--- src/rtl/keypad_entry_ctrl_pkg.sv ---
// keypad_entry_ctrl_pkg
//   Shared keypad definitions: key-code constants from the keypad scanner,
//   entry-controller state encodings and a small key classification helper.
//   No ports.
package keypad_entry_ctrl_pkg;

  // Key codes as produced by the keypad scanner
  localparam logic [3:0] KEY_0 = 4'h0;
  localparam logic [3:0] KEY_1 = 4'h1;
  localparam logic [3:0] KEY_2 = 4'h2;
  localparam logic [3:0] KEY_3 = 4'h3;
  localparam logic [3:0] KEY_4 = 4'h4;
  localparam logic [3:0] KEY_5 = 4'h5;
  localparam logic [3:0] KEY_6 = 4'h6;
  localparam logic [3:0] KEY_7 = 4'h7;
  localparam logic [3:0] KEY_8 = 4'h8;
  localparam logic [3:0] KEY_9 = 4'h9;
  localparam logic [3:0] KEY_A = 4'hA;  // backspace
  localparam logic [3:0] KEY_B = 4'hB;  // clear
  localparam logic [3:0] KEY_C = 4'hC;  // unused
  localparam logic [3:0] KEY_D = 4'hD;  // unused
  localparam logic [3:0] KEY_E = 4'hE;  // enter
  localparam logic [3:0] KEY_F = 4'hF;  // unused

  typedef enum logic {
    ST_ENTRY = 1'b0,
    ST_DONE  = 1'b1
  } entry_state_t;

  function automatic logic is_digit(input logic [3:0] k);
    return (k <= KEY_9);
  endfunction

endpackage

--- src/rtl/keypad_entry_ctrl_if.sv ---
// keypad_entry_ctrl_if
//   Bundles the scanner/consumer side of the keypad entry controller.
//   key, pressed : from the keypad scanner
//   ack          : consumer acknowledge of a completed entry
//   digits       : entry buffer, newest digit in [3:0]
//   digit_count  : number of valid digits
//   valid        : completed entry available
//   err          : one-cycle pulse on a rejected key event
//   master = scanner/consumer side, slave = controller side.
interface keypad_entry_ctrl_if #(
  parameter int MAX_DIGITS = 4
);
  logic [3:0]              key;
  logic                    pressed;
  logic                    ack;
  logic [4*MAX_DIGITS-1:0] digits;
  logic [2:0]              digit_count;
  logic                    valid;
  logic                    err;

  modport master (
    output key, pressed, ack,
    input  digits, digit_count, valid, err
  );

  modport slave (
    input  key, pressed, ack,
    output digits, digit_count, valid, err
  );
endinterface

--- src/rtl/keypad_entry_ctrl_key_edge_det.sv ---
// key_edge_det
//   Rising-edge detector on the scanner pressed level, so a press held for the
//   whole scanner pause yields a single key event.
//   clk       : clock
//   rst       : async active-high reset
//   pressed   : scanner pressed level
//   key_event : pressed & ~pressed_d (named key_event since 'event' is a
//               reserved word)
module key_edge_det (
  input  logic clk,
  input  logic rst,
  input  logic pressed,
  output logic key_event
);
  logic pressed_d;

  // Cleared in reset so a press held across reset release still fires once.
  always_ff @(posedge clk or posedge rst) begin
    if (rst) pressed_d <= 1'b0;
    else     pressed_d <= pressed;
  end

  assign key_event = pressed & ~pressed_d;
endmodule

--- src/rtl/keypad_entry_ctrl.sv ---
// keypad_entry_ctrl
//   Collects keypad digits into a shift buffer with backspace/clear/enter,
//   then holds the completed entry until the consumer acknowledges it.
//   clk : clock, rising edge
//   rst : async active-high reset
//   bus : keypad_entry_ctrl_if.slave (key, pressed, ack in; digits,
//         digit_count, valid, err out)
module keypad_entry_ctrl
  import keypad_entry_ctrl_pkg::*;
#(
  parameter int MAX_DIGITS = 4
) (
  input  logic                  clk,
  input  logic                  rst,
  keypad_entry_ctrl_if.slave    bus
);
  localparam int         DW      = 4*MAX_DIGITS;
  localparam logic [2:0] MAX_CNT = 3'(MAX_DIGITS);

  entry_state_t    state, nxt_state;
  logic [DW-1:0]   digits, nxt_digits;
  logic [2:0]      count, nxt_count;
  logic            err, nxt_err;
  logic            key_event;

  key_edge_det u_edge (
    .clk       (clk),
    .rst       (rst),
    .pressed   (bus.pressed),
    .key_event (key_event)
  );

  always_ff @(posedge clk or posedge rst) begin
    if (rst) begin
      state  <= ST_ENTRY;
      digits <= '0;
      count  <= '0;
      err    <= 1'b0;
    end else begin
      state  <= nxt_state;
      digits <= nxt_digits;
      count  <= nxt_count;
      err    <= nxt_err;
    end
  end

  always_comb begin
    nxt_state  = state;
    nxt_digits = digits;
    nxt_count  = count;
    nxt_err    = 1'b0;
    case (state)
      ST_ENTRY: begin
        if (key_event) begin
          if (is_digit(bus.key)) begin
            if (count < MAX_CNT) begin
              nxt_digits = {digits[DW-5:0], bus.key};
              nxt_count  = count + 3'd1;
            end else begin
              nxt_err = 1'b1;
            end
          end else begin
            case (bus.key)
              KEY_A: begin
                if (count != 3'd0) begin
                  nxt_digits = {4'h0, digits[DW-1:4]};
                  nxt_count  = count - 3'd1;
                end else begin
                  nxt_err = 1'b1;
                end
              end
              KEY_B: begin
                nxt_digits = '0;
                nxt_count  = '0;
              end
              KEY_E: begin
                if (count != 3'd0) nxt_state = ST_DONE;
                else               nxt_err   = 1'b1;
              end
              default: ;  // C, D, F ignored silently
            endcase
          end
        end
      end
      ST_DONE: begin
        // Key events are dropped here; ack wins even if a key arrives with it.
        if (bus.ack) begin
          nxt_state  = ST_ENTRY;
          nxt_digits = '0;
          nxt_count  = '0;
        end
      end
      default: nxt_state = ST_ENTRY;
    endcase
  end

  assign bus.digits      = digits;
  assign bus.digit_count = count;
  assign bus.valid       = (state == ST_DONE);
  assign bus.err         = err;
endmodule
--- src/flat_wrapper.sv ---
// flat-port wrapper written by rule: the top's interface ports become plain ports
module keypad_entry_ctrl_flat import keypad_entry_ctrl_pkg::*;
#(
  parameter int MAX_DIGITS = 4
)
  (clk, rst, bus_key, bus_pressed, bus_ack, bus_digits, bus_digit_count, bus_valid, bus_err);
  keypad_entry_ctrl_if #(.MAX_DIGITS(MAX_DIGITS)) bus_i ();
  input  logic clk;
  input  logic rst;
  input wire logic [$bits(bus_i.key)-1:0] bus_key;
  input wire logic [$bits(bus_i.pressed)-1:0] bus_pressed;
  input wire logic [$bits(bus_i.ack)-1:0] bus_ack;
  output wire logic [$bits(bus_i.digits)-1:0] bus_digits;
  output wire logic [$bits(bus_i.digit_count)-1:0] bus_digit_count;
  output wire logic [$bits(bus_i.valid)-1:0] bus_valid;
  output wire logic [$bits(bus_i.err)-1:0] bus_err;
  assign bus_i.key = bus_key;
  assign bus_i.pressed = bus_pressed;
  assign bus_i.ack = bus_ack;
  assign bus_digits = bus_i.digits;
  assign bus_digit_count = bus_i.digit_count;
  assign bus_valid = bus_i.valid;
  assign bus_err = bus_i.err;
  keypad_entry_ctrl #(.MAX_DIGITS(MAX_DIGITS)) u_core (.clk(clk), .rst(rst), .bus(bus_i));
endmodule
--- config.mk ---
export PLATFORM = sky130hd
export DESIGN_NAME = keypad_entry_ctrl_flat
export DESIGN_NICKNAME = d
export VERILOG_FILES = /design/src/rtl/keypad_entry_ctrl_pkg.sv /design/src/rtl/keypad_entry_ctrl_if.sv /design/src/rtl/keypad_entry_ctrl_key_edge_det.sv /design/src/rtl/keypad_entry_ctrl.sv /design/src/flat_wrapper.sv
export SDC_FILE = /design/constraint.sdc
export NUM_CORES = 1
export LEC_CHECK = 0
export CAP_MARGIN = 20
export CORE_AREA = 4 4 55 62
export CTS_CLUSTER_SIZE = 30
export DETAILED_ROUTE_END_ITERATION = 10
export DIE_AREA = 0 0 59 66
export PLACE_DENSITY = 0.7
export SLEW_MARGIN = 20
export SYNTH_ARGS = -nofsm -noshare
export SYNTH_HDL_FRONTEND = slang
export SYNTH_SLANG_ARGS = --single-unit
--- constraint.sdc ---
create_clock -name clk -period 2.04 [get_ports clk]
set_input_delay 0.408 -clock clk [delete_from_list [all_inputs] [get_ports clk]]
set_output_delay 0.408 -clock clk [all_outputs]
set_load 0.01 [all_outputs]
==> summary.txt <==
outcome = finished, final reports clean
half-perimeter wire length after placement = 2110 µm
largest fanout on the critical path = 17
Layout area overhead = 38.1%
unrepaired setup endpoints after global routing = false
worst-case clock skew = 0.00419 ns
Row Count = 20
signal arrival time at the worst endpoint = 2.07 ns
IO Count = 29
P_sw = 725 µW
post-CTS repair timing setup buffer count = 0
worst setup path class = primary input to flop
Post-CTS Hold Fix Bufs = 0
antenna diode count = 0
root buffer selected by CTS = clkbuf_4
FILL cells = 256
critical path cell sequence = clkdlybuf4s50_1, or3b_4, nand2b_4, or2_1, buf_12, a32o_1
Synthesis Warnings = 0
type of element launching the critical path = primary input
Worst Hold Slack = 0.410 ns
cts bufs inserted = 3
share of post-route cells with drive strength above 1 = 16.1%
Final Power = 2.09 mW
area taken by flip-flops and latches = 551 µm²
worst setup margin = 0.193 ns
Clock Latency Late Sink = 0.32 ns
required time at the endpoint of the critical path = 2.26 ns
count of unique library cells instantiated by Yosys = 32
die area = 3890 µm²
remaining antenna violation count after routing = 0
endpoints failing setup = 0
post-synthesis instance area = 1200 µm²
path class of the lowest-slack min-delay path = primary input to asynchronous set/reset pin
number of violations reported at the end of detailed-routing iteration 0 = 39
GRT Residual Overflow = 0
sequential-to-total area share from yosys stat = 45.9%
average cell area after synthesis = 10.5 µm²
part of the power in registers = 37.8%
fraction of power consumed by combinational cells = 45.9%
total count of hold-check failures in the final report = 0
Layout Nets = 167
first-pass GRT wire length = 5150 µm
kind of end point of the critical path = flop
stage delay of the slowest cell on the critical path = 0.48 ns
number of synthesized register bits = 22
Avg WL per Cell = 16.0 µm
maximum capacitance violations = 0
Slowest cell on crit path = clkdlybuf4s50_1
clock tree from TritonCTS = done
timing-limited maximum frequency = 542 MHz
deepest level of the CTS H-tree = 1
TritonCTS sink count = 22
Final Max Slew Viols = 0
number of resized instances in the post-cts repair step = 0
Register-to-Register Path Depth = 5
pin count of the biggest net entering global routing = 23
Leak = 0.751 nW
aggregate routed wire length = 3000 µm
count of TritonRoute iterations in the first routing pass = 4
Clk pin slew, worst setup/hold paths = 0.13 ns
effective utilization at floorplan = 43.5%
initial antenna violation count = 0
Period minus WS final = 1.85 ns
DP Worst Slack = -0.148 ns
area of the multi-input gates = 561 µm²
final worst-path cycle share = 90.5%
die width = 59 µm
fraction of power spent switching nets = 34.6%
relative max-transition margin = 81.0%
Remaining DRCs = 0
total non-filler cell area in the finished layout = 1660 µm²
clock share of power = 16.3%
total nets after synthesis = 125
PwrDens = 1260 nW/µm²
total placed instance area = 1600 µm²
Post-Synthesis Cells = 114
P_int = 1.37 mW
maximum vdd drop = 0.764 mV
count of input and output buffers = 28
routed vias = 1032
via count of the first global-routing pass = 1089
average vias per placed instance = 5.49
gpl congestion = 0.886
maximum buffer depth of the clock tree = 2
die span in y = 66 µm
total routing usage reported by global routing = 17.2%
actual slew at the worst max-slew pin = 0.286 ns
area of the core region = 2750 µm²
-- layout by cell type (no fill, tap or decap), types with 2 or more instances in the layout --
| cell type | count |
|---|---|
| a221oi_1 | 2 |
| a22oi_1 | 9 |
| a32o_1 | 4 |
| buf_4 | 15 |
| clkbuf_4 | 3 |
| clkdlybuf4s50_1 | 28 |
| dfrtp_1 | 22 |
| ha_1 | 3 |
| inv_1 | 10 |
| mux2i_1 | 10 |
| nand2_1 | 13 |
| nor2_1 | 2 |
| nor2b_1 | 3 |
| o211ai_1 | 5 |
| o21ai_0 | 4 |
| o21ai_1 | 4 |
-- synth_stat cells --
| library cell | n | area (µm²) |
|---|---|---|
| o211ai_2 | 1 | 12.5 |
| nor2b_1 | 3 | 18.8 |
| nor4_1 | 1 | 6.26 |
| o211ai_1 | 5 | 37.5 |
| buf_2 | 1 | 5.00 |
| or3b_4 | 1 | 11.3 |
| nand2_1 | 13 | 48.8 |
| nor3b_1 | 1 | 7.51 |
| nand2b_4 | 1 | 13.8 |
| o21ai_0 | 4 | 20.0 |
| a21o_1 | 1 | 7.51 |
| o31ai_1 | 1 | 7.51 |
| clkbuf_1 | 3 | 11.3 |
| o32ai_1 | 1 | 8.76 |
| o2bb2ai_1 | 1 | 8.76 |
| a22oi_1 | 9 | 67.6 |
| nand2b_1 | 1 | 6.26 |
| mux2i_1 | 10 | 100 |
| a31o_2 | 1 | 8.76 |
| ha_1 | 3 | 37.5 |
| dfrtp_1 | 22 | 551 |
| buf_6 | 3 | 33.8 |
| a32o_1 | 4 | 40.0 |
| inv_1 | 10 | 37.5 |
| o21a_1 | 1 | 7.51 |
| nor2_1 | 2 | 7.51 |
| o2bb2ai_2 | 1 | 15.0 |
| a221oi_1 | 2 | 17.5 |
| a2bb2oi_1 | 1 | 8.76 |
| or2_1 | 1 | 6.26 |
| o21ai_1 | 4 | 20.0 |
| nand4b_1 | 1 | 8.76 |
-- final timing paths --
path | endpoint | slack (ns) | startpoint
min | u_core.bus.digits[8] | 0.41 | rst
max | u_core.bus.digits[15] | 0.19 | bus_pressed
max reg2reg | u_core.bus.digits[15] | 0.31 | u_core.bus.valid
min reg2reg | u_core.bus.digits[0] | 0.57 | u_core.bus.digits[0]
min in group clk | u_core.u_edge.pressed_d | 0.56 | bus_pressed
max in group asynchronous | u_core.bus.digit_count[0] | 1.40 | rst
-- area by class of cell --
type / instances / area share, %
Clock buffer: 3 / 1.36
Clock inverter: 1 / 1.81
Inverter: 10 / 2.27
Multi-Input combinational cell: 75 / 33.9
Sequential cell: 22 / 33.3
Tap cell: 33 / 2.49
Timing Repair Buffer: 44 / 24.9
-- flip-flops by register name, summed over array words and instances, names as in the netlist --
signal	count
u_core.bus.digit_count	3
u_core.bus.err	1
u_core.u_edge.pressed_d	1
u_core.bus.valid	1
u_core.bus.digits	16
-- power by group through the flow --
stage	clock, mW	combinational (mW)	sequential (mW)
floorplan	0	0.414	0.844
global placement	0	0.947	0.794
detailed placement	0	0.967	0.800
CTS	0.345	0.975	0.794
global route	0.363	1.06	0.829
finish	0.342	0.960	0.791
-- metal layers --
layer,wire [µm],track usage [%],vias up
met2,1410,28.0,24
li1,-,-,498
met5,0,0,-
met4,29,4.25,0
met3,136,3.91,5
met1,1430,22.7,505
-- cell families (layout without fill, tap and decap cells) --
| group | after synthesis | count (layout) | synth area share [%] |
|---|---|---|---|
| and+or+nand+nor | 25 | 25 | 11.3 |
| muxes | 10 | 10 | 8.35 |
| buffers and inverters | 17 | 58 | 7.31 |
| adders and majority gates | 3 | 3 | 3.13 |
| AOI/OAI and AO/OA | 37 | 37 | 24.0 |
| DFF | 22 | 22 | 45.9 |
-- through the flow --
step | util (%) | cells | TNS (ns)
detailed placement | 58.2 | 184 | -1.03
finish | 60.1 | 188 | 0
CTS | 60.1 | 188 | 0
floorplan | - | 114 | 0
global placement | 58.2 | 184 | -0.708
global route | 60.1 | 188 | 0
-- worst max-delay path: cells and delay by family --
| kind | cells | cell delay (ns) |
|---|---|---|
| AOI/OAI and AO/OA | 1 | 0.25 |
| buffers and inverters | 2 | 0.65 |
| and+or+nand+nor | 3 | 0.76 |
Power figures use the tool's default switching activity.
